===== src/rtl/cmp_pkg.sv =====
// Shared types for the serial magnitude comparator.
// Holds FSM states, the 2-bit result code and the digit-count helper.
package cmp_pkg;

    typedef enum logic [1:0] {
        ST_IDLE = 2'd0,
        ST_RUN  = 2'd1,
        ST_DONE = 2'd2
    } state_t;

    typedef enum logic [1:0] {
        RES_EQ = 2'd0,
        RES_LT = 2'd1,
        RES_GT = 2'd2
    } res_t;

    // Number of 2-bit digits in a WIDTH-bit operand.
    function automatic int ndig(input int width);
        return width / 2;
    endfunction

endpackage


===== src/rtl/serial_cmp_ctrl_cmp2_slice.sv =====
// 2-bit unsigned magnitude compare slice, purely combinational.
// Ports: a, b (2-bit digits); lt, eq, gt (exactly one high).
module cmp2_slice (
    input  logic [1:0] a,
    input  logic [1:0] b,
    output logic       lt,
    output logic       eq,
    output logic       gt
);

    assign lt = (a < b);
    assign eq = (a == b);
    assign gt = (a > b);

endmodule


===== src/rtl/serial_cmp_ctrl.sv =====
// Serial MSB-first unsigned comparator, one 2-bit digit per clock.
// Ports: clk, rst (sync, active-high); in_valid/in_ready, a_in, b_in;
//        out_valid/out_ready, a_lt_b, a_eq_b, a_gt_b, digits_used, busy.
module serial_cmp_ctrl
    import cmp_pkg::*;
#(
    parameter int WIDTH      = 8,
    parameter int EARLY_EXIT = 1
) (
    input  logic                        clk,
    input  logic                        rst,
    input  logic                        in_valid,
    output logic                        in_ready,
    input  logic [WIDTH-1:0]            a_in,
    input  logic [WIDTH-1:0]            b_in,
    output logic                        out_valid,
    input  logic                        out_ready,
    output logic                        a_lt_b,
    output logic                        a_eq_b,
    output logic                        a_gt_b,
    output logic [$clog2(WIDTH/2):0]    digits_used,
    output logic                        busy
);

    localparam int NDIG = ndig(WIDTH);
    localparam int DW   = $clog2(NDIG) + 1;
    localparam logic [DW-1:0] LAST = DW'(NDIG - 1);

    state_t            state_q, state_d;
    logic [WIDTH-1:0]  sh_a_q, sh_a_d;
    logic [WIDTH-1:0]  sh_b_q, sh_b_d;
    logic [DW-1:0]     cnt_q, cnt_d;
    res_t              dec_q, dec_d;
    logic              lt_q, lt_d;
    logic              eq_q, eq_d;
    logic              gt_q, gt_d;
    logic [DW-1:0]     used_q, used_d;

    logic sl_lt, sl_eq, sl_gt;
    res_t dig_res;
    res_t new_dec;
    logic stop;

    // The current digit is always the top two bits of the shift regs.
    cmp2_slice u_slice (
        .a  (sh_a_q[WIDTH-1 -: 2]),
        .b  (sh_b_q[WIDTH-1 -: 2]),
        .lt (sl_lt),
        .eq (sl_eq),
        .gt (sl_gt)
    );

    always_comb begin
        dig_res = RES_EQ;
        unique case (1'b1)
            sl_lt:   dig_res = RES_LT;
            sl_gt:   dig_res = RES_GT;
            sl_eq:   dig_res = RES_EQ;
            default: dig_res = RES_EQ;
        endcase
    end

    // Sticky: the first unequal digit wins, later digits are ignored.
    assign new_dec = (dec_q == RES_EQ) ? dig_res : dec_q;

    assign stop = (cnt_q == LAST)
               || ((EARLY_EXIT != 0) && (dig_res != RES_EQ));

    always_comb begin
        state_d = state_q;
        sh_a_d  = sh_a_q;
        sh_b_d  = sh_b_q;
        cnt_d   = cnt_q;
        dec_d   = dec_q;
        lt_d    = lt_q;
        eq_d    = eq_q;
        gt_d    = gt_q;
        used_d  = used_q;
        unique case (state_q)
            ST_IDLE: begin
                if (in_valid) begin
                    sh_a_d  = a_in;
                    sh_b_d  = b_in;
                    cnt_d   = '0;
                    dec_d   = RES_EQ;
                    state_d = ST_RUN;
                end
            end
            ST_RUN: begin
                sh_a_d = sh_a_q << 2;
                sh_b_d = sh_b_q << 2;
                cnt_d  = cnt_q + DW'(1);
                dec_d  = new_dec;
                if (stop) begin
                    lt_d    = (new_dec == RES_LT);
                    eq_d    = (new_dec == RES_EQ);
                    gt_d    = (new_dec == RES_GT);
                    used_d  = cnt_q + DW'(1);
                    state_d = ST_DONE;
                end
            end
            ST_DONE: begin
                if (out_ready) begin
                    state_d = ST_IDLE;
                end
            end
            default: state_d = ST_IDLE;
        endcase
    end

    always_ff @(posedge clk) begin
        if (rst) begin
            state_q <= ST_IDLE;
            sh_a_q  <= '0;
            sh_b_q  <= '0;
            cnt_q   <= '0;
            dec_q   <= RES_EQ;
            lt_q    <= 1'b0;
            eq_q    <= 1'b0;
            gt_q    <= 1'b0;
            used_q  <= '0;
        end else begin
            state_q <= state_d;
            sh_a_q  <= sh_a_d;
            sh_b_q  <= sh_b_d;
            cnt_q   <= cnt_d;
            dec_q   <= dec_d;
            lt_q    <= lt_d;
            eq_q    <= eq_d;
            gt_q    <= gt_d;
            used_q  <= used_d;
        end
    end

    assign in_ready    = (state_q == ST_IDLE) && !rst;
    assign out_valid   = (state_q == ST_DONE);
    assign busy        = (state_q != ST_IDLE);
    assign a_lt_b      = lt_q;
    assign a_eq_b      = eq_q;
    assign a_gt_b      = gt_q;
    assign digits_used = used_q;

endmodule


===== config.mk =====
export PLATFORM = sky130hd
export DESIGN_NAME = serial_cmp_ctrl
export DESIGN_NICKNAME = d
export VERILOG_FILES = /design/src/rtl/cmp_pkg.sv /design/src/rtl/serial_cmp_ctrl_cmp2_slice.sv /design/src/rtl/serial_cmp_ctrl.sv
export SDC_FILE = /design/constraint.sdc
export NUM_CORES = 1
export LEC_CHECK = 0
export ABC_AREA = 1
export ABC_CLOCK_PERIOD_IN_PS = 1800
export BUFFER_PORTS_ARGS = -buffer_cell sky130_fd_sc_hd__clkbuf_2
export CORE_AREA = 2 2 57 59
export CTS_CLUSTER_DIAMETER = 30
export DETAILED_ROUTE_END_ITERATION = 10
export DIE_AREA = 0 0 59 61
export GPL_TIMING_DRIVEN = 0
export PLACE_DENSITY_LB_ADDON = 0.15
export SYNTH_ARGS = -nofsm -noshare
export SYNTH_HDL_FRONTEND = slang
export SYNTH_SLANG_ARGS = --single-unit

===== constraint.sdc =====
create_clock -name clk -period 1.8 [get_ports clk]
set_clock_uncertainty 0.1 [all_clocks]
set_input_delay 0.27 -clock clk [delete_from_list [all_inputs] [get_ports clk]]
set_output_delay 0.27 -clock clk [all_outputs]
set_load 0.005 [all_outputs]

======== Word level (Yosys, flattened, before mapping) ========
Index checks and enable logic that the tools add are counted.
word-level totals
  flip-flop bits (word level) ............. 29
  word-level logic and storage cells ...... 46
  output and inout bits ................... 9
operators by class
  muxes and demuxes ....................... 14
  magnitude comparators ................... 2
  add/subtract/negate cells ............... 1
  reduce and logical (&&, ||, !) cells .... 12
  equal/unequal tests ..................... 8
operators with widths
  kind                                                   count
  case mux 8 bit (2 select lines)                        2
  2-to-1 mux 8 bit                                       2
  2-to-1 mux 2 bit                                       5
  case mux 2 bit (2 select lines)                        2
  zero test 2 bit                                        3
  case mux 2 bit (3 select lines)                        1
  case mux 3 bit (2 select lines)                        1
  nonzero test 2 bit                                     3
  equality test 2 x 1 -> 1 bit, second input constant    2
  equality test 2 bit, second input constant             2
  inequality test 2 bit, second input constant           2
  AND reduction 2 bit                                    2
  adder 3 x 1 -> 3 bit, second input constant            1
  equality test 3 x 2 -> 1 bit, second input constant    1
  2-to-1 mux 3 bit                                       1
  AND reduction 3 bit                                    1
  > comparator 2 bit                                     1
  less-than comparator 2 bit                             1
  inequality test 2 x 1 -> 1 bit, second input constant  1
  logical AND 1 bit                                      1
  zero test 1 bit                                        1
  logical OR 1 bit                                       1

======== Longest topological paths before layout ========
  depth after elaboration ................. 6
  depth in mapped cells ................... 11

======== By module ========
Synthesis repeated with hierarchy kept, for this count alone.
second synthesis, totals
  cell total of the unflattened synthesis .. 203
  area, all modules ....................... 1395.1 sq um
by module, submodules not included
  module           cells an instance  times used  area an instance (sq um)
  serial_cmp_ctrl  192                1           1330.0
  cmp2_slice       11                 1           65.1

======== Worst setup path before layout ========
OpenSTA, ideal clock, no wires.
  kind .................................... register to register
  start point ............................. reg sh_b_q[7]
  end point ............................... reg used_q[0], in the netlist digits_used[0]
  arrival ................................. 1247 ps
  stages on the path, launching flop included .. 11
  path slack .............................. 340 ps
  library setup time ...................... 113 ps
  period minus slack after synthesis ...... 1460 ps
  cell sequence ........................... dfxtp_1 inv_1 ha_1 nand2_1 nand2_1 nand2_1 nand2_1 inv_1 nand2_1 nand2_1 nor2_1
on the way
  longest elaborated chain between the ends .. 5
  elaborated cells on any way between the ends .. 6
ends and longest elaborated chain
  what                                                              RTL line                                                            RTL
  start, declared                                                   serial_cmp_ctrl.sv:31                                               logic [WIDTH-1:0] sh_b_q, sh_b_d;
  start signal, assigned                                            serial_cmp_ctrl.sv:115                                              sh_b_q <= '0;
  start signal, assigned                                            serial_cmp_ctrl.sv:125                                              sh_b_q <= sh_b_d;
  > comparator 2 bit or less-than comparator 2 bit (tied branches)  serial_cmp_ctrl_cmp2_slice.sv:13, serial_cmp_ctrl_cmp2_slice.sv:11
  case mux 2 bit (2 select lines) (*)                               serial_cmp_ctrl.sv:55                                               unique case (1'b1)
  nonzero test 2 bit (*)                                            serial_cmp_ctrl.sv:67                                               || ((EARLY_EXIT != 0) && (dig_res != RES_EQ));
  logical OR 1 bit (*)                                              serial_cmp_ctrl.sv:67
  AND reduction 2 bit (no source line) (*)                          --
  end signal, assigned                                              serial_cmp_ctrl.sv:131                                              used_q <= used_d;
  end, declared                                                     serial_cmp_ctrl.sv:37                                               logic [DW-1:0] used_q, used_d;
Mark *: on every way between the ends. The rest lies on a longest branch, timed or not.
A chain may end at the register's enable or synchronous reset.

======== Worst setup path in the final report ========
  start point ............................. reg sh_b_q[7]
  end point ............................... reg lt_q, in the netlist a_lt_b
on the way
  longest elaborated chain between the ends .. 5
  elaborated cells on any way between the ends .. 8
ends and longest elaborated chain
  what                                                              RTL line                                                            RTL
  > comparator 2 bit or less-than comparator 2 bit (tied branches)  serial_cmp_ctrl_cmp2_slice.sv:13, serial_cmp_ctrl_cmp2_slice.sv:11
  case mux 2 bit (2 select lines) (*)                               serial_cmp_ctrl.sv:55
  nonzero test 2 bit                                                serial_cmp_ctrl.sv:67
  logical OR 1 bit                                                  serial_cmp_ctrl.sv:67
  AND reduction 2 bit (no source line)                              --
  end signal, assigned                                              serial_cmp_ctrl.sv:128                                              lt_q <= lt_d;
  end, declared                                                     serial_cmp_ctrl.sv:34                                               logic lt_q, lt_d;
Marked as above.

==> impl_metrics.py <==
metrics = {
    "timing": {
        "max_freq_mhz": 613,
        "setup_viol": 0,
        "hold_viol_final": 0,
        "worst_pin_slew_ns": 0.541,
        "post-route-period-util_pct": 90.6,
        "period_minus_slack_ns": 1.63,
        "drv_slew": 0,
        "rsz0062_at_grt": "no",
        "setup_tns_ns": 0,
        "relSlewSlack_pct": 64.0,
    },
    "yosys": {
        "ys_seq_elements": 29,
        "synth_top_cell_by_area": "dfxtp_1",
        "syn_area_per_cell_um2": 7.30,
        "yosysWarnings": 0,
        "yosys-top-cells-area": "dfxtp_1 44%, nand2_1 17%, a21oi_1 9.2%",
        "netlist_instances": 179,
        "yosysSeqAreaShare_pct": 44.4,
        "syn-cell-area_um2": 1310,
        "ys_types": 24,
        "synth_nets": 203,
        "synth_top_area_share_pct": 44.4,
    },
    "clock_network": {
        "clock_latency_ns": 0.33,
        "cts_hold_buf": 0,
        "cts_sinks": 29,
        "cts_buffers": 5,
        "clkTransAtPathRegs_ns": 0.09,
        "cts_tree": "done",
        "cts_buffer_depth": 2,
        "root_buffer": "clkbuf_4",
        "ctsHtreeMaxLevel": 2,
    },
    "global_routing": {
        "grt-busiest-layer": "met2",
        "grt_max_degree": 11,
        "grt.overflow.total": 0,
        "use_met2_pct": 31.1,
        "use_met1_pct": 22.5,
        "grt_usage_pct": 19.0,
        "use_met3_pct": 4.69,
        "grt_pass1_wl_um": 4890,
        "grt_pass1_vias": 1144,
        "antenna_found_initial": 0,
    },
    "worst_setup_path": {
        "crit_type": "flip-flop to flip-flop",
        "arrival_ns": 1.79,
        "reg2regPathDepth": 9,
        "cp.required_ns": 1.96,
        "worst-path-max-fanout": 7,
        "reg2reg_slack_ns": 0.17,
        "crit_path_end_kind": "flip-flop",
        "crit_path_start_kind": "flip-flop",
    },
    "die": {
        "initial_core_util_pct": 44.2,
        "die-area_um2": 3600,
        "die_h_um": 61,
        "die_w_um": 59,
        "core.rowCount": 20,
        "core_um2": 2950,
        "io_pins": 29,
    },
    "route": {
        "wl_per_cell_um": 11.7,
        "drc_errors": 0,
        "first_iter_violations": 51,
        "via_count": 1238,
        "drtAntennaViolNets": 0,
        "routed_via_density": 4.99,
        "routed_wl_um": 2900,
        "drtPass1Iterations": 4,
    },
    "layout": {
        "drive_gt1_share_pct": 21.4,
        "final_core_util_pct": 52.0,
        "final_nets": 238,
        "n_antenna_cell": 0,
        "area_growth_pct": 17.6,
    },
    "worst_hold_path": {
        "hp-class": "input port to flip-flop",
        "hold_depth": 2,
    },
    "place": {
        "dpl.hpwl_um": 2180,
        "place_congestion": 0.803,
        "port_buffers": 28,
    },
    "status": {
        "outcome": "finished clean",
    },
    "power": {
        "p_leak_nw": 0.709,
        "vdd_drop_max_mv": 0.517,
        "power_density_nw_per_um2": 1040,
    },
    "run": {
        "drv_cap": 0,
    },
}
## where the power goes
part	total, W	internal, W	switching, W
Sequential	0.000766	0.000721	0.0000446
Clock	0.000368	0.000155	0.000213
Combinational	0.000459	0.000176	0.000282
## worst max-delay path, stage by stage, from the launching register on
cell and delay [ns]:
dfxtp_1 0.34, inv_1 0.04, ha_1 0.28, nand2_1 0.09, nand2_1 0.09, nand2_1 0.11
nand2_1 0.17, inv_2 0.15, nand2_1 0.07, a21oi_1 0.12
## registers in the layout, summed over array words and instances (netlist names)
register and count:
a_eq_b 1, a_gt_b 1, a_lt_b 1, cnt_q 3
dec_q 2, digits_used 3, sh_a_q 8, sh_b_q 8
state_q 2
## logic make-up after synthesis
group,count (synthesis),synth area share (%)
simple gates,80,25.8
compound gates,41,17.2
flops,29,44.4
buf+inv,25,8.72
fa+ha+maj,4,3.83
## cells in the mapped netlist (all sizes together)
cell,n
nand2,61
dfxtp,29
a21oi,24
inv,19
nor2,15
o21ai,7
buf,4
ha,4
o22ai,3
clkbuf,2
nand3,2
o211ai,2
a211oi,1
a21boi,1
a22oi,1
a31oi,1
nand4,1
nor3,1
o21a,1
## metal layers
layer | up-vias | wire length [µm]
li1 | 649 | -
met1 | 556 | 1240
met2 | 25 | 1460
met3 | 8 | 130
met4 | 0 | 65
met5 | - | 0
## what timing repair did
action	4_1_cts	5_1_grt
hold endpoints to repair	0	0
resized for setup	0	1
setup endpoints to repair	0	4
setup buffers	0	0
## area by class of cell
| cell class | count | area [µm²] |
|---|---|---|
| buffer | 6 | 40.0 |
| sequential | 29 | 581 |
| multi-input combinational | 125 | 612 |
| tap | 33 | 41.3 |
| fill | 316 | 1420 |
| clock buffer | 8 | 48.8 |
| inverter | 19 | 73.8 |
| timing repair buffer | 28 | 140 |
## cells in the final DEF (no fill, tap or decap), drive strengths merged, types with 2 or more instances in the layout
cell type and instances:
nand2 61, clkbuf 38, dfxtp 29, a21oi 24
inv 19, nor2 15, o21ai 7, ha 4
buf 4, o22ai 3, nand3 2, o211ai 2
## final timing paths
path	start	endpoint
worst max-delay path	sh_b_q[7]$_SDFFE_PP0P_	a_lt_b$_SDFFE_PP0P_
worst min-delay path	rst	dec_q[0]$_SDFFE_PP0P_
worst min register to register	sh_b_q[0]$_SDFFE_PP0P_	sh_b_q[0]$_SDFFE_PP0P_
worst max register to register	sh_b_q[7]$_SDFFE_PP0P_	a_lt_b$_SDFFE_PP0P_
## through the flow
stage	total power, W	cells	hold slack (ns)	setup WS, ns	area, µm²
final	0.00159	248	0.0466	0.170	1540
after global routing	0.00172	248	0.0610	0.0162	1540
after global placement	0.00123	240	0.349	0.134	1490
after CTS	0.00161	248	0.0374	0.102	1540
after floorplan	0.00110	179	0.248	0.340	1310
after detailed placement	0.00124	240	0.354	0.131	1490
Power figures use the tool's default switching activity.
